File: src/rtl/arcade_input_conditioner.sv
// Synchronises, debounces and inverts arcade player/start controls; turns coin rising edges
// into a saturating queue of fixed-width active-low coin pulses for the 8080 core.
module arcade_input_conditioner #(
    parameter logic [15:0] DEBOUNCE    = 16'd50000,
    parameter logic [19:0] COIN_PULSE  = 20'd400000,
    parameter logic [19:0] COIN_GAP    = 20'd400000,
    parameter logic [1:0]  MAX_PENDING = 2'd3
) (
    input  logic       clk_sys,
    input  logic       reset,
    input  logic [1:0] coin_in,
    input  logic [1:0] start_in,
    input  logic [2:0] p1_in,
    input  logic [2:0] p2_in,
    output logic       coin_n,
    output logic       sel1_n,
    output logic       sel2_n,
    output logic       firea_n,
    output logic       lefta_n,
    output logic       righta_n,
    output logic       fireb_n,
    output logic       leftb_n,
    output logic       rightb_n,
    output logic [1:0] coin_pending,
    output logic       coin_dropped
);

    typedef enum logic [1:0] {IDLE, PULSE, GAP} state_t;

    // Bit map: [1:0] coin, [3:2] start, [6:4] p1 {fire,left,right}, [9:7] p2 {fire,left,right}
    logic [9:0]       raw;
    logic [9:0]       sync1_q, sync2_q;
    logic [9:0]       deb_q, deb_d;
    logic [9:0][15:0] cnt_q, cnt_d;
    logic [7:0]       ctl_n_q, ctl_n_d;
    logic [1:0]       coin_rise;
    logic [2:0]       ev_cnt, pend_sum;
    logic [1:0]       pending_q, pending_d;
    logic             dropped_q, dropped_d;
    logic             take;
    state_t           state_q, state_d;
    logic [19:0]      timer_q, timer_d;
    logic             coin_n_q;

    assign raw = {p2_in, p1_in, start_in, coin_in};

    always_comb begin
        deb_d = deb_q;
        cnt_d = cnt_q;
        for (int i = 0; i < 10; i++) begin
            if (sync2_q[i] == deb_q[i]) begin
                cnt_d[i] = '0;
            end else if (cnt_q[i] >= DEBOUNCE - 16'd1) begin
                deb_d[i] = sync2_q[i];
                cnt_d[i] = '0;
            end else begin
                cnt_d[i] = cnt_q[i] + 16'd1;
            end
        end
    end

    // A player pressing both directions at once gets neither.
    always_comb begin
        ctl_n_d[7] = ~deb_q[3];
        ctl_n_d[6] = ~deb_q[2];
        ctl_n_d[5] = ~deb_q[6];
        ctl_n_d[4] = ~(deb_q[5] & ~deb_q[4]);
        ctl_n_d[3] = ~(deb_q[4] & ~deb_q[5]);
        ctl_n_d[2] = ~deb_q[9];
        ctl_n_d[1] = ~(deb_q[8] & ~deb_q[7]);
        ctl_n_d[0] = ~(deb_q[7] & ~deb_q[8]);
    end

    always_comb begin
        state_d = state_q;
        timer_d = timer_q;
        take    = 1'b0;
        case (state_q)
            IDLE: begin
                if (pending_q != 2'd0) begin
                    state_d = PULSE;
                    timer_d = '0;
                    take    = 1'b1;
                end
            end
            PULSE: begin
                if (timer_q >= COIN_PULSE - 20'd1) begin
                    state_d = GAP;
                    timer_d = '0;
                end else begin
                    timer_d = timer_q + 20'd1;
                end
            end
            GAP: begin
                if (timer_q >= COIN_GAP - 20'd1) begin
                    timer_d = '0;
                    if (pending_q != 2'd0) begin
                        state_d = PULSE;
                        take    = 1'b1;
                    end else begin
                        state_d = IDLE;
                    end
                end else begin
                    timer_d = timer_q + 20'd1;
                end
            end
            default: state_d = IDLE;
        endcase
    end

    // Events and the FSM's take net first; saturation only clips the result.
    always_comb begin
        coin_rise = deb_d[1:0] & ~deb_q[1:0];
        ev_cnt    = {2'b00, coin_rise[0]} + {2'b00, coin_rise[1]};
        pend_sum  = {1'b0, pending_q} + ev_cnt - {2'b00, take};
        pending_d = pend_sum[1:0];
        dropped_d = 1'b0;
        if (pend_sum > {1'b0, MAX_PENDING}) begin
            pending_d = MAX_PENDING;
            dropped_d = 1'b1;
        end
    end

    always_ff @(posedge clk_sys or posedge reset) begin
        if (reset) begin
            sync1_q   <= '0;
            sync2_q   <= '0;
            deb_q     <= '0;
            cnt_q     <= '0;
            ctl_n_q   <= '1;
            pending_q <= '0;
            dropped_q <= 1'b0;
            state_q   <= IDLE;
            timer_q   <= '0;
            coin_n_q  <= 1'b1;
        end else begin
            sync1_q   <= raw;
            sync2_q   <= sync1_q;
            deb_q     <= deb_d;
            cnt_q     <= cnt_d;
            ctl_n_q   <= ctl_n_d;
            pending_q <= pending_d;
            dropped_q <= dropped_d;
            state_q   <= state_d;
            timer_q   <= timer_d;
            coin_n_q  <= (state_q != PULSE);
        end
    end

    assign {sel2_n, sel1_n, firea_n, lefta_n, righta_n, fireb_n, leftb_n, rightb_n} = ctl_n_q;
    assign coin_n       = coin_n_q;
    assign coin_pending = pending_q;
    assign coin_dropped = dropped_q;

endmodule

File: config.mk
export PLATFORM = sky130hd
export DESIGN_NAME = arcade_input_conditioner
export DESIGN_NICKNAME = d
export VERILOG_FILES = /design/src/rtl/arcade_input_conditioner.sv
export SDC_FILE = /design/constraint.sdc
export NUM_CORES = 1
export LEC_CHECK = 0
export BUFFER_PORTS_ARGS = -buffer_cell sky130_fd_sc_hd__buf_2
export CAP_MARGIN = 20
export CORE_ASPECT_RATIO = 1.2
export CORE_MARGIN = 2
export CORE_UTILIZATION = 30
export CTS_CLUSTER_SIZE = 24
export DETAILED_ROUTE_END_ITERATION = 6
export GPL_TIMING_DRIVEN = 0
export MAX_ROUTING_LAYER = met4
export RECOVER_POWER = 25
export SLEW_MARGIN = 0
export SYNTH_ARGS = -nofsm -noshare
export SYNTH_HDL_FRONTEND = slang
export SYNTH_SLANG_ARGS = --single-unit
File: constraint.sdc
create_clock -name clk_sys -period 7.3 [get_ports clk_sys]
set_clock_uncertainty 0.15 [all_clocks]
set_input_delay 0.73 -clock clk_sys [delete_from_list [all_inputs] [get_ports clk_sys]]
set_output_delay 0.73 -clock clk_sys [all_outputs]
set_load 0.01 [all_outputs]
* After elaboration in Yosys (flattened, before gate mapping)
Cells that the tools add are included.
Storage, ports and cells: register bits after elaboration 224, input bits 12, output and inout bits 12, word-level logic and storage cells 146
Cells by class: add/subtract/negate cells 14, $lt $le $gt $ge 12, equality and inequality tests 16, multiplexer cells 37, bitwise gates (word level) 26, reduce and logical (&&, ||, !) cells 14
Operators with widths (number):
- $mux W16 | 20
- $add A16 B1 Y16 const B | 10
- $ge A16 B16 Y1 const B | 10
- $mux W20 | 2
- $pmux W20 S2 | 1
- $add A20 B1 Y20 const B | 1
- $ge A20 B19 Y1 const B | 1
- $not A1 Y1 | 20
- $reduce_and A2 Y1 | 9
- $eq A1 B1 Y1 | 10
- $mux W1 | 8
- $mux W2 | 4
- $ne A2 B2 Y1 const B | 3
- $pmux W2 S3 | 1
- $and A1 B1 Y1 | 4
- $reduce_bool A2 Y1 | 2
- $add A2 B2 Y3 | 1
- $gt A3 B2 Y1 const B | 1
- $reduce_and A3 Y1 | 1
- $sub A3 B1 Y3 | 1
- $add A1 B1 Y2 | 1
- $and A2 B2 Y2 | 1
- $eq A2 B1 Y1 const B | 1
- $eq A2 B2 Y1 const B | 1
- other kinds (5) | 5

* Logic depth before layout (Yosys ltp)
depth after elaboration 9, gate-level depth with buffers 12

* Worst setup path before layout
Ideal clock, no wire load.
kind register -> register, start point register timer_q[0], end point register pending_q[0], in the netlist coin_pending[0], library setup time 0.126 ns, arrival 2.799 ns, slack 4.225 ns, cell stages (with the launch flop) 13, path buffers 0, period minus slack after synthesis 3.075 ns, path through dfrtp_1 > ha_1 > and4_1 > a311oi_1 > nor3_1 > nor3b_1 > nor2_1 > ha_1 > inv_1 > fa_1 > fa_1 > xor2_1 > nand2b_1
Between the ends: word-level cells in the longest chain between the ends 6
RTL lines:
- start: declaration | RTL line 42 | logic [19:0] timer_q, timer_d;
- start signal: assignment | RTL line 145 | timer_q <= timer_d;
- $ge A20 B19 Y1 * | RTL line 95 | if (timer_q >= COIN_GAP - 20'd1) begin
- $mux W1 * | RTL line 95
- $pmux W1 S2 * | RTL line 78 | case (state_q)
- $sub A3 B1 Y3 * | RTL line 115 | pend_sum = {1'b0, pending_q} + ev_cnt - {2'b00, take};
- $gt A3 B2 Y1 | RTL line 118 | if (pend_sum > {1'b0, MAX_PENDING}) begin
- $mux W2 * | RTL line 118
- net pending_d[0] | RTL line 38 | logic [1:0] pending_q, pending_d;
- end signal: assignment | RTL line 142 | pending_q <= pending_d;
- end: declaration | RTL line 38
Mark *: on every way through the listed nets, which the timed path passes. The rest lies on a longest branch. A chain may end at the register's enable or synchronous reset.

==> metrics.yaml <==
status:
  outcome: "finished with violations"
  violations: "capacitance limit, slew limit"
pwr:
  power.switching_mw: 0.592
  leakagePower_nw: 5.21
  combPwrFrac_pct: 3.0
  p_sw_share_pct: 21.8
  seqPwrFrac_pct: 47.0
  p_clk_share_pct: 50.0
  powerDensity_mw_per_mm2: 225
  power_mw: 2.72
  p_int_mw: 2.13
  ir_drop_v: 0.000156
placement:
  hpwl_mm: 11.6
  routabilityCongestion: 0.729
  io_buffers: 23
  placed_area_sq_mm: 0.0112
timing:
  max_slew_margin_pct: -214
  hold_viol: 0
  worst_pin_slew_ns: 4.68
  slew_violations: 107
  timing.final.crit_share_pct: 53.0
  fmax_mhz: 259
  period_minus_slack_ns: 3.87
  rsz0062_at_grt: "no"
  setup_viol: 0
global_route:
  grt_max_degree: 119
  grt_pass1_wl_mm: 32.2
  overflow: 0
  antenna_found_initial: 0
  grt_pass1_vias: 7080
  grt_util_all_layers_pct: 10.4
floorplan:
  die_w_um: 174
  rows: 74
  io-pin-count: 24
  die_y_um: 208
  start_util_pct: 30.5
  coreArea_sq_mm: 0.0342
  dieArea_sq_mm: 0.0363
synth:
  synthTopCellsByCount: "dfrtp_1, nor2_1, xnor2_1"
  synth_top_area_share_pct: 51.6
  avgSynthCellArea_sq_um: 10.3
  synth-main-ff-cell: "dfrtp_1"
  synth.distinct_cells: 52
  seq_area_frac_synth_pct: 53.8
  synth_edf_count: 0
  synth-warning-count: 0
  synth.most_common_cell: "dfrtp_1"
  syn-cell-area_sq_mm: 0.0104
  syn_inst: 1008
  synth_area_leaders: "dfrtp_1, nor2_1, xnor2_1, xor2_1, nand3_1"
  async_flop_share_pct: 100
  synth_top_cell_by_area: "dfrtp_1"
  syn_nets: 1039
  synth_seq_cells: 224
drt:
  ant_nets: 0
  post-route-drc-count: 0
  dr.pass1.iters: 4
  vias_per_cell: 4.50
  vias: 6920
  drt_iter0_markers: 333
  routedWlPerCell_um: 11.5
  wirelength_mm: 17.7
clock_network:
  cts_setup_buffers: 0
  cts_tree: "yes"
  cts.sinks: 224
  clkSlewWorstSetupHoldPaths_ns: 0.06
  h-tree-depth: 1
  numCtsBuffers: 27
  clk_path_buf_depth: 3
  root_buffer: "clkbuf_16"
  clock_latency_ns: 0.54
  cts_resized: 0
  cts_hold_buf: 0
critical_path:
  crit_chain: "buf_2 -> clkinvlp_2"
  regToRegStartpoint: "timer_q[0]"
  crit_path_start: "reset"
  cp.required_ns: 6.96
  crit_slowest_cell: "clkinvlp_2"
  critPathLaunchType: "primary input"
  critPathTopFamily: "buffers and inverters"
  worstPathMaxFanout: 107
  worstPathArrival_ns: 3.52
  path_buf_inv: 2
  path_class: "primary input to asynchronous set/reset pin"
  critical_path.max_stage_delay_ns: 2.59
  end_kind: "asynchronous set/reset pin"
final_layout:
  multi_input_area_sq_mm: 0.00449
  n_fill_cell: 3427
  layout-drive-gt1-share_pct: 13.4
  antennaDiodeCount: 0
  design_area_sq_mm: 0.0121
  register_area_sq_mm: 0.00562
  syn2layout_area_growth_pct: 15.7
  fin_nets: 1092
worst_hold_path:
  min_path_type: "primary input to register"
  hp-start: "coin_in[0]"
flow_run:
  drv_cap: 1
-- layer usage --
| layer | vias to the layer above | wire length (um) | global-route usage, % |
|---|---|---|---|
| li1 | 3458 | - | - |
| met1 | 3379 | 8180 | 12.7 |
| met2 | 60 | 8630 | 17.7 |
| met3 | 23 | 564 | 1.90 |
| met4 | 0 | 348 | 2.93 |
| met5 | - | 0 | - |
-- cell usage in the layout, fill, tap and decap left out, drive strengths merged, types with 34 or more instances in the layout --
cell,n
nor2,230
buf,40
and3,34
xnor2,88
xor2,65
inv,43
dfrtp,215
clkbuf,42
nand2,57
nand3,61
-- cell type report --
cell class	instances	area share, %
buffer	23	1.35
clock buffer	35	6.26
clock inverter	15	1.43
inverter	43	1.35
multi-input combinational	718	37.2
sequential	224	46.5
tap	456	4.73
timing repair buffer	24	1.17
-- through the flow --
| step | TNS, ns | hold slack (ns) | instances | setup WS (ns) | util [%] |
|---|---|---|---|---|---|
| floorplan | 0 | 0.181 | 1008 | 0.300 | - |
| global placement | -511.14 | 0.185 | 1487 | -2.41 | 32.5 |
| detailed placement | 0 | 0.186 | 1488 | 3.86 | 32.6 |
| CTS | 0 | 0.109 | 1538 | 3.85 | 35.4 |
| global route | 0 | 0.117 | 1538 | 2.58 | 35.3 |
| finish | 0 | 0.145 | 1538 | 3.43 | 35.3 |
-- flip-flops by register name, summed over array words and instances (netlist names) --
signal / flops
state_q: 2
sync1_q: 10
coin_dropped: 1
timer_q: 20
ctl_n_q: 8
deb_q: 10
coin_n: 1
sync2_q: 10
coin_pending: 2
cnt_q: 160
-- logic make-up (layout without fill, tap and decap cells) --
kind of cell	Yosys count	after routing	synth area share, %
xor+xnor	153	153	12.8
compound gates	61	61	4.34
fa+ha+maj	19	19	2.42
flops	224	224	53.8
buf+inv	66	140	3.11
simple gates	477	477	22.6
mux	8	8	0.864
-- power groups by stage --
stage	Clock (mW)	Sequential (mW)	Combinational, mW
floorplan	0	1.30	0.0619
global placement	0	1.30	0.0815
detailed placement	0	1.30	0.0846
CTS	1.41	1.28	0.0852
global route	1.46	1.28	0.0959
finish	1.36	1.28	0.0806
-- worst paths after layout --
kind,slack (ns),endpoint,cells after the start
max,3.43,cnt_q[81],2
min,0.15,sync1_q[0],1
max reg2reg,3.90,coin_pending[1],12
min reg2reg,0.19,sync2_q[6],0
max in group clk_sys,3.90,coin_pending[1],12
min in group asynchronous,1.47,cnt_q[79],2
No activity file was read; power rests on OpenSTA's default activity.
